==> src/rtl/lane_merger.sv <==
// Receive-side lane merger: deskews two decoded lanes on their sync markers and
// re-interleaves transport bytes in GROUP-sized chunks; ordered sets pass through.

module lane_fifo #(
  parameter int W     = 8,
  parameter int DEPTH = 8
) (
  input  logic         clk,
  input  logic         rst,
  input  logic         flush,
  input  logic         push,
  input  logic         pop,
  input  logic [W-1:0] din,
  output logic [W-1:0] dout,
  output logic         empty,
  output logic         full
);
  localparam int AW = $clog2(DEPTH);

  logic [W-1:0] mem [DEPTH];
  logic [AW:0]  wp, rp;
  logic         wr, rd;

  assign empty = (wp == rp);
  assign full  = (wp[AW] != rp[AW]) && (wp[AW-1:0] == rp[AW-1:0]);
  // A pop in the same cycle frees the slot, so a full FIFO still accepts the push.
  assign wr    = push && (!full || pop) && !flush;
  assign rd    = pop && !empty && !flush;
  assign dout  = mem[rp[AW-1:0]];

  always_ff @(posedge clk or negedge rst) begin
    if (!rst) begin
      wp <= '0;
      rp <= '0;
    end else if (flush) begin
      wp <= '0;
      rp <= '0;
    end else begin
      if (wr) wp <= wp + 1'b1;
      if (rd) rp <= rp + 1'b1;
    end
  end

  always_ff @(posedge clk) begin
    if (wr) mem[wp[AW-1:0]] <= din;
  end
endmodule

module lane_merger #(
  parameter int GROUP      = 4,
  parameter int FIFO_DEPTH = 8,
  parameter int MAX_SKEW   = 4
) (
  input  logic       clk,
  input  logic       rst,
  input  logic       enable,
  input  logic       data_os_i,
  input  logic [7:0] lane_0_in,
  input  logic       lane_0_vld,
  input  logic       lane_0_sync,
  input  logic [7:0] lane_1_in,
  input  logic       lane_1_vld,
  input  logic       lane_1_sync,
  output logic [7:0] lane_0_os_out,
  output logic [7:0] lane_1_os_out,
  output logic       os_vld,
  output logic [7:0] out_data,
  output logic       out_vld,
  output logic       aligned,
  output logic       skew_err,
  output logic       ovf_err
);
  localparam int NUM_LANES = 2;
  localparam int SKW       = $clog2(MAX_SKEW + 2);
  localparam int GW        = $clog2(GROUP);
  localparam logic [SKW-1:0] SKEW_LIM = SKW'(MAX_SKEW);
  localparam logic [GW-1:0]  GRP_LAST = GW'(GROUP - 1);

  typedef enum logic [2:0] {IDLE, OS_PASS, ALIGN, MERGE, ERROR} state_t;

  state_t                          state, nxt;
  logic [NUM_LANES-1:0][7:0]       din, dout;
  logic [NUM_LANES-1:0]            vld, syn, synced, sync_all;
  logic [NUM_LANES-1:0]            push, pop, empty, full, ovf;
  logic                            flush, skew_hit, keep, sel;
  logic [SKW-1:0]                  skew;
  logic [GW-1:0]                   grp;
  logic [1:0]                      vld_pipe;
  logic [7:0]                      stage_data;

  assign din      = {lane_1_in, lane_0_in};
  assign vld      = {lane_1_vld, lane_0_vld};
  assign syn      = {lane_1_sync & lane_1_vld, lane_0_sync & lane_0_vld};
  assign sync_all = synced | syn;
  assign keep     = (state == MERGE) && (nxt == MERGE);
  assign out_vld  = vld_pipe[1];
  assign aligned  = (state == MERGE);

  for (genvar i = 0; i < NUM_LANES; i++) begin : g_lane
    lane_fifo #(.W(8), .DEPTH(FIFO_DEPTH)) u_fifo (
      .clk   (clk),
      .rst   (rst),
      .flush (flush),
      .push  (push[i]),
      .pop   (pop[i]),
      .din   (din[i]),
      .dout  (dout[i]),
      .empty (empty[i]),
      .full  (full[i])
    );
  end

  always_comb begin
    nxt      = state;
    flush    = 1'b0;
    push     = '0;
    pop      = '0;
    skew_hit = 1'b0;
    if (!enable) begin
      nxt   = IDLE;
      flush = 1'b1;
    end else begin
      case (state)
        IDLE:    nxt = data_os_i ? ALIGN : OS_PASS;
        OS_PASS: if (data_os_i) nxt = ALIGN;
        ALIGN: begin
          if (!data_os_i) begin
            nxt   = OS_PASS;
            flush = 1'b1;
          end else begin
            // A lane starts storing at its own sync byte.
            push = vld & sync_all;
            if (&sync_all) nxt = MERGE;
            else if ((|synced) && (skew == SKEW_LIM)) begin
              nxt      = ERROR;
              skew_hit = 1'b1;
            end
          end
        end
        MERGE: begin
          if (!data_os_i) begin
            nxt   = OS_PASS;
            flush = 1'b1;
          end else begin
            pop[sel] = !empty[sel];
            push     = vld;
          end
        end
        default: ;
      endcase
    end
    ovf = push & full & ~pop;
    if (|ovf) nxt = ERROR;
  end

  always_ff @(posedge clk or negedge rst) begin
    if (!rst) begin
      state         <= IDLE;
      synced        <= '0;
      skew          <= '0;
      sel           <= 1'b0;
      grp           <= '0;
      skew_err      <= 1'b0;
      ovf_err       <= 1'b0;
      lane_0_os_out <= '0;
      lane_1_os_out <= '0;
      os_vld        <= 1'b0;
      vld_pipe      <= '0;
      stage_data    <= '0;
      out_data      <= '0;
    end else begin
      state <= nxt;
      if (!enable) begin
        synced        <= '0;
        skew          <= '0;
        sel           <= 1'b0;
        grp           <= '0;
        skew_err      <= 1'b0;
        ovf_err       <= 1'b0;
        lane_0_os_out <= '0;
        lane_1_os_out <= '0;
        os_vld        <= 1'b0;
        vld_pipe      <= '0;
        stage_data    <= '0;
        out_data      <= '0;
      end else begin
        // Skew count is 1 on the first-sync edge, so it equals cycles waited so far.
        if (state == ALIGN && (nxt == ALIGN || skew_hit)) begin
          synced <= sync_all;
          if (|synced)   skew <= skew + 1'b1;
          else if (|syn) skew <= SKW'(1);
        end else if (nxt != ERROR) begin
          synced <= '0;
          skew   <= '0;
        end

        if (state == MERGE && (|pop)) begin
          grp <= grp + 1'b1;
          if (grp == GRP_LAST) sel <= ~sel;
        end else if (state != MERGE) begin
          grp <= '0;
          sel <= 1'b0;
        end

        if (skew_hit) skew_err <= 1'b1;
        if (|ovf)     ovf_err  <= 1'b1;

        os_vld <= (state == OS_PASS) && (&vld);
        if (state == OS_PASS) begin
          lane_0_os_out <= lane_0_in;
          lane_1_os_out <= lane_1_in;
        end

        // Popped byte is staged one cycle before it reaches out_data.
        vld_pipe[0] <= keep && (|pop);
        vld_pipe[1] <= keep && vld_pipe[0];
        if (|pop) stage_data <= dout[sel];
        if (keep && vld_pipe[0]) out_data <= stage_data;
      end
    end
  end
endmodule

==> config.mk <==
export PLATFORM = sky130hd
export DESIGN_NAME = lane_merger
export DESIGN_NICKNAME = d
export VERILOG_FILES = /design/src/rtl/lane_merger.sv
export SDC_FILE = /design/constraint.sdc
export NUM_CORES = 1
export LEC_CHECK = 0
export BUFFER_PORTS_ARGS = -buffer_cell sky130_fd_sc_hd__buf_4
export CAP_MARGIN = 20
export CORE_MARGIN = 2
export CORE_UTILIZATION = 45
export DETAILED_ROUTE_END_ITERATION = 6
export MAX_ROUTING_LAYER = met4
export SYNTH_ARGS = -nofsm -noshare
export SYNTH_HDL_FRONTEND = slang
export SYNTH_SLANG_ARGS = --single-unit
==> constraint.sdc <==
create_clock -name clk -period 7.1 [get_ports clk]
set_input_delay 0.355 -clock clk [delete_from_list [all_inputs] [get_ports clk]]
set_output_delay 0.355 -clock clk [all_outputs]
set_load 0.01 [all_outputs]
==> impl_metrics.ini <==
[clock_network]
ctsRootBufferMaster = clkbuf_16
cts.hold.buffers_added = 0
cts_tree = built
h-tree-depth = 4
cts_resized = 0
clock_sinks = 192
clkLatencyLatePin_ns = 0.43
post-cts-setup-buffers = 0
clkTransAtPathRegs_ns = 0.08
clk_path_buf_depth = 2
numCtsBuffers = 17

[yosys]
synth-edff-count = 128
post_synth_num_cell_types = 60
ys_seq_elements = 192
netlist_instances = 552
ys_warn_count = 0
synth-main-ff-cell = edfxtp_1
synthesis.nets = 583
synth_area_sq_um = 8230
ys_seq_area_frac = 0.662
avgSynthCellArea_sq_um = 14.9
synthArstFlopShare = 0.333

[pwr]
clkPwrFrac = 0.429
power.switching_w = 0.000528
leakage_nw = 3.43
p_per_area_nw_per_um2 = 237
p_seq_frac = 0.540
p_int_w = 0.00170
ir_worst_vdd_v = 0.000145
comb_power_share = 0.031
p_sw_frac = 0.237

[layout]
regArea_sq_um = 5450
layout_common_cells = edfxtp_1 (128), nand2_1 (83), dfrtp_1 (64)
nFillCells = 1467
final_util = 0.524
multi_input_area_sq_um = 2580
final_nets = 633
finalInstanceArea_sq_um = 9420
diodes = 0
area_growth_pct = 14.5
final_common_cell = edfxtp_1
drive_gt1_frac = 0.231

[drt]
drt_iter0_drc = 384
detail_route.wirelength_mm = 16.4
avgRoutedWirePerCell_um = 19.4
antenna_left = 0
vias = 4541
drc_errors = 0
detail_route.first_pass.iterations = 4
viasPerCell = 5.38

[critical_path]
crit_arrival_ns = 3.08
worst-setup-path-type = flip-flop to flip-flop
crit_fanout = 18
startpoint_type = flip-flop
critPathCaptureType = flip-flop
reg2reg_depth = 5
cp_data_required_time_ns = 7.15

[min_path]
hp-class = primary input to asynchronous set/reset pin

[global_routing]
grt_pass1_wl_mm = 26.3
grt_pass1_vias = 4724
grt_max_degree = 65
grt-ovfl-total = 0
grt_antenna_before_repair = 0
grt_util_all_layers = 0.187

[sta]
worstMarginPinSlew_ns = 1.06
max_freq_mhz = 331
fin_crit_ns = 3.02
setup_tns_ns = 0
rsz0062_at_grt = no
finClkSkew_ns = 0.0126
period_share = 0.426
max-slew-margin-rel = 0.291
report.final.slew_viol_count = 0
setup_viol = 0
hold_viol = 0

[flow_run]
cap_violations = 0

[floorplanning]
dieWidth_um = 139
rows = 49
dieArea_sq_um = 19400
pin_count = 53
chipHeight_um = 139
initial_core_util = 0.458
core-area_sq_um = 18000

[placement]
placed_area_sq_um = 8800
numPortBuffers = 52
place.gp.congestion = 0.808
detailed_place_hpwl_mm = 10.8

[run_status]
status = complete, no violations
## stage by stage
step	hold slack, ns	std cells	total power (W)	worst slack [ns]
CTS	0.0725	841	0.00226	3.85
finish	0.0469	844	0.00223	4.08
global placement	0.471	808	0.00130	3.96
global route	0.0972	844	0.00232	3.81
detailed placement	0.485	809	0.00130	3.87
floorplan	0.0594	552	0.00126	4.74
## layer usage
metal,part of all wire,global-route usage,up-vias,wire [um]
li1,-,-,2153,-
met1,0.45,0.258,2270,7380
met2,0.48,0.280,102,7890
met3,0.052,0.0421,16,855
met4,0.017,0.0569,0,286
met5,0,-,-,0
## power by group through the flow
stage	sequential [W]	combinational (W)	clock, W
after floorplan	0.00123	0.0000268	0
after global placement	0.00123	0.0000703	0
after detailed placement	0.00123	0.0000718	0
after CTS	0.00120	0.0000720	0.000981
after global routing	0.00121	0.0000785	0.00104
final	0.00120	0.0000699	0.000958
## state kept, by name, indices dropped and copies added (netlist names), 3 cells and up
signal	count
g_lane.u_fifo.mem	128
g_lane.u_fifo.wp	8
out_data	8
stage_data	8
skew	3
g_lane.u_fifo.rp	8
lane_1_os_out	8
state	3
lane_0_os_out	8
## cell families after synthesis
group,after synthesis,share of synthesized area
AO/OA/AOI/OAI,77,0.0701
adder cells (fa/ha/maj),7,0.0106
XOR/XNOR,15,0.0160
multiplexers,59,0.124
flip-flops,192,0.662
buffers and inverters,44,0.0254
AND/OR/NAND/NOR,158,0.0923
## synth_stat cells (all sizes together), types with 3 or more instances
library cell / n / share of area
mux2: 8 / 0.011
and3: 4 / 0.0030
a21oi: 9 / 0.0055
nand3: 8 / 0.0049
mux2i: 19 / 0.023
or3: 5 / 0.0044
nand2: 83 / 0.038
inv: 15 / 0.0068
nor2: 29 / 0.014
mux4: 32 / 0.089
edfxtp: 128 / 0.47
o221ai: 3 / 0.0032
dfrtp: 64 / 0.19
xnor2: 3 / 0.0032
o21ai: 19 / 0.012
buf: 15 / 0.012
ha: 7 / 0.011
xor2: 12 / 0.013
clkbuf: 14 / 0.0065
and2: 4 / 0.0032
o211ai: 8 / 0.0073
a31oi: 3 / 0.0041
nand2b: 5 / 0.0038
nor3: 6 / 0.0064
a21boi: 18 / 0.017
## layout make-up
| class | instances | area share |
|---|---|---|
| Timing Repair Buffer | 60 | 0.0470 |
| Clock buffer | 17 | 0.0452 |
| Multi-Input combinational cell | 316 | 0.274 |
| Inverter | 15 | 0.00598 |
| Tap cell | 229 | 0.0304 |
| Clock inverter | 15 | 0.0187 |
| Sequential cell | 192 | 0.578 |
## worst max-delay path, stage by stage, from the launching register on
cell and delay [ns]:
dfrtp_1 0.85, xor2_1 0.34, nor3_4 0.08, a21boi_0 0.41
nand2_1 0.23, nor2_1 0.72
## path summary, 6_finish.rpt
check                                            start                         end  slack (ns)
worst max-delay path            g_lane[1].u_fifo.rp[1]  g_lane[1].u_fifo.mem[3][7]        4.08
worst min-delay path                               rst                     skew[2]        0.05
worst max register to register  g_lane[1].u_fifo.rp[1]  g_lane[1].u_fifo.mem[3][7]        4.08
worst min register to register                 ovf_err                     ovf_err        0.49
max in group asynchronous                          rst               stage_data[5]        6.47
min in group clk                          lane_0_in[3]  g_lane[0].u_fifo.mem[7][3]        0.17
Note: power is estimated with default switching activity, not from simulation.
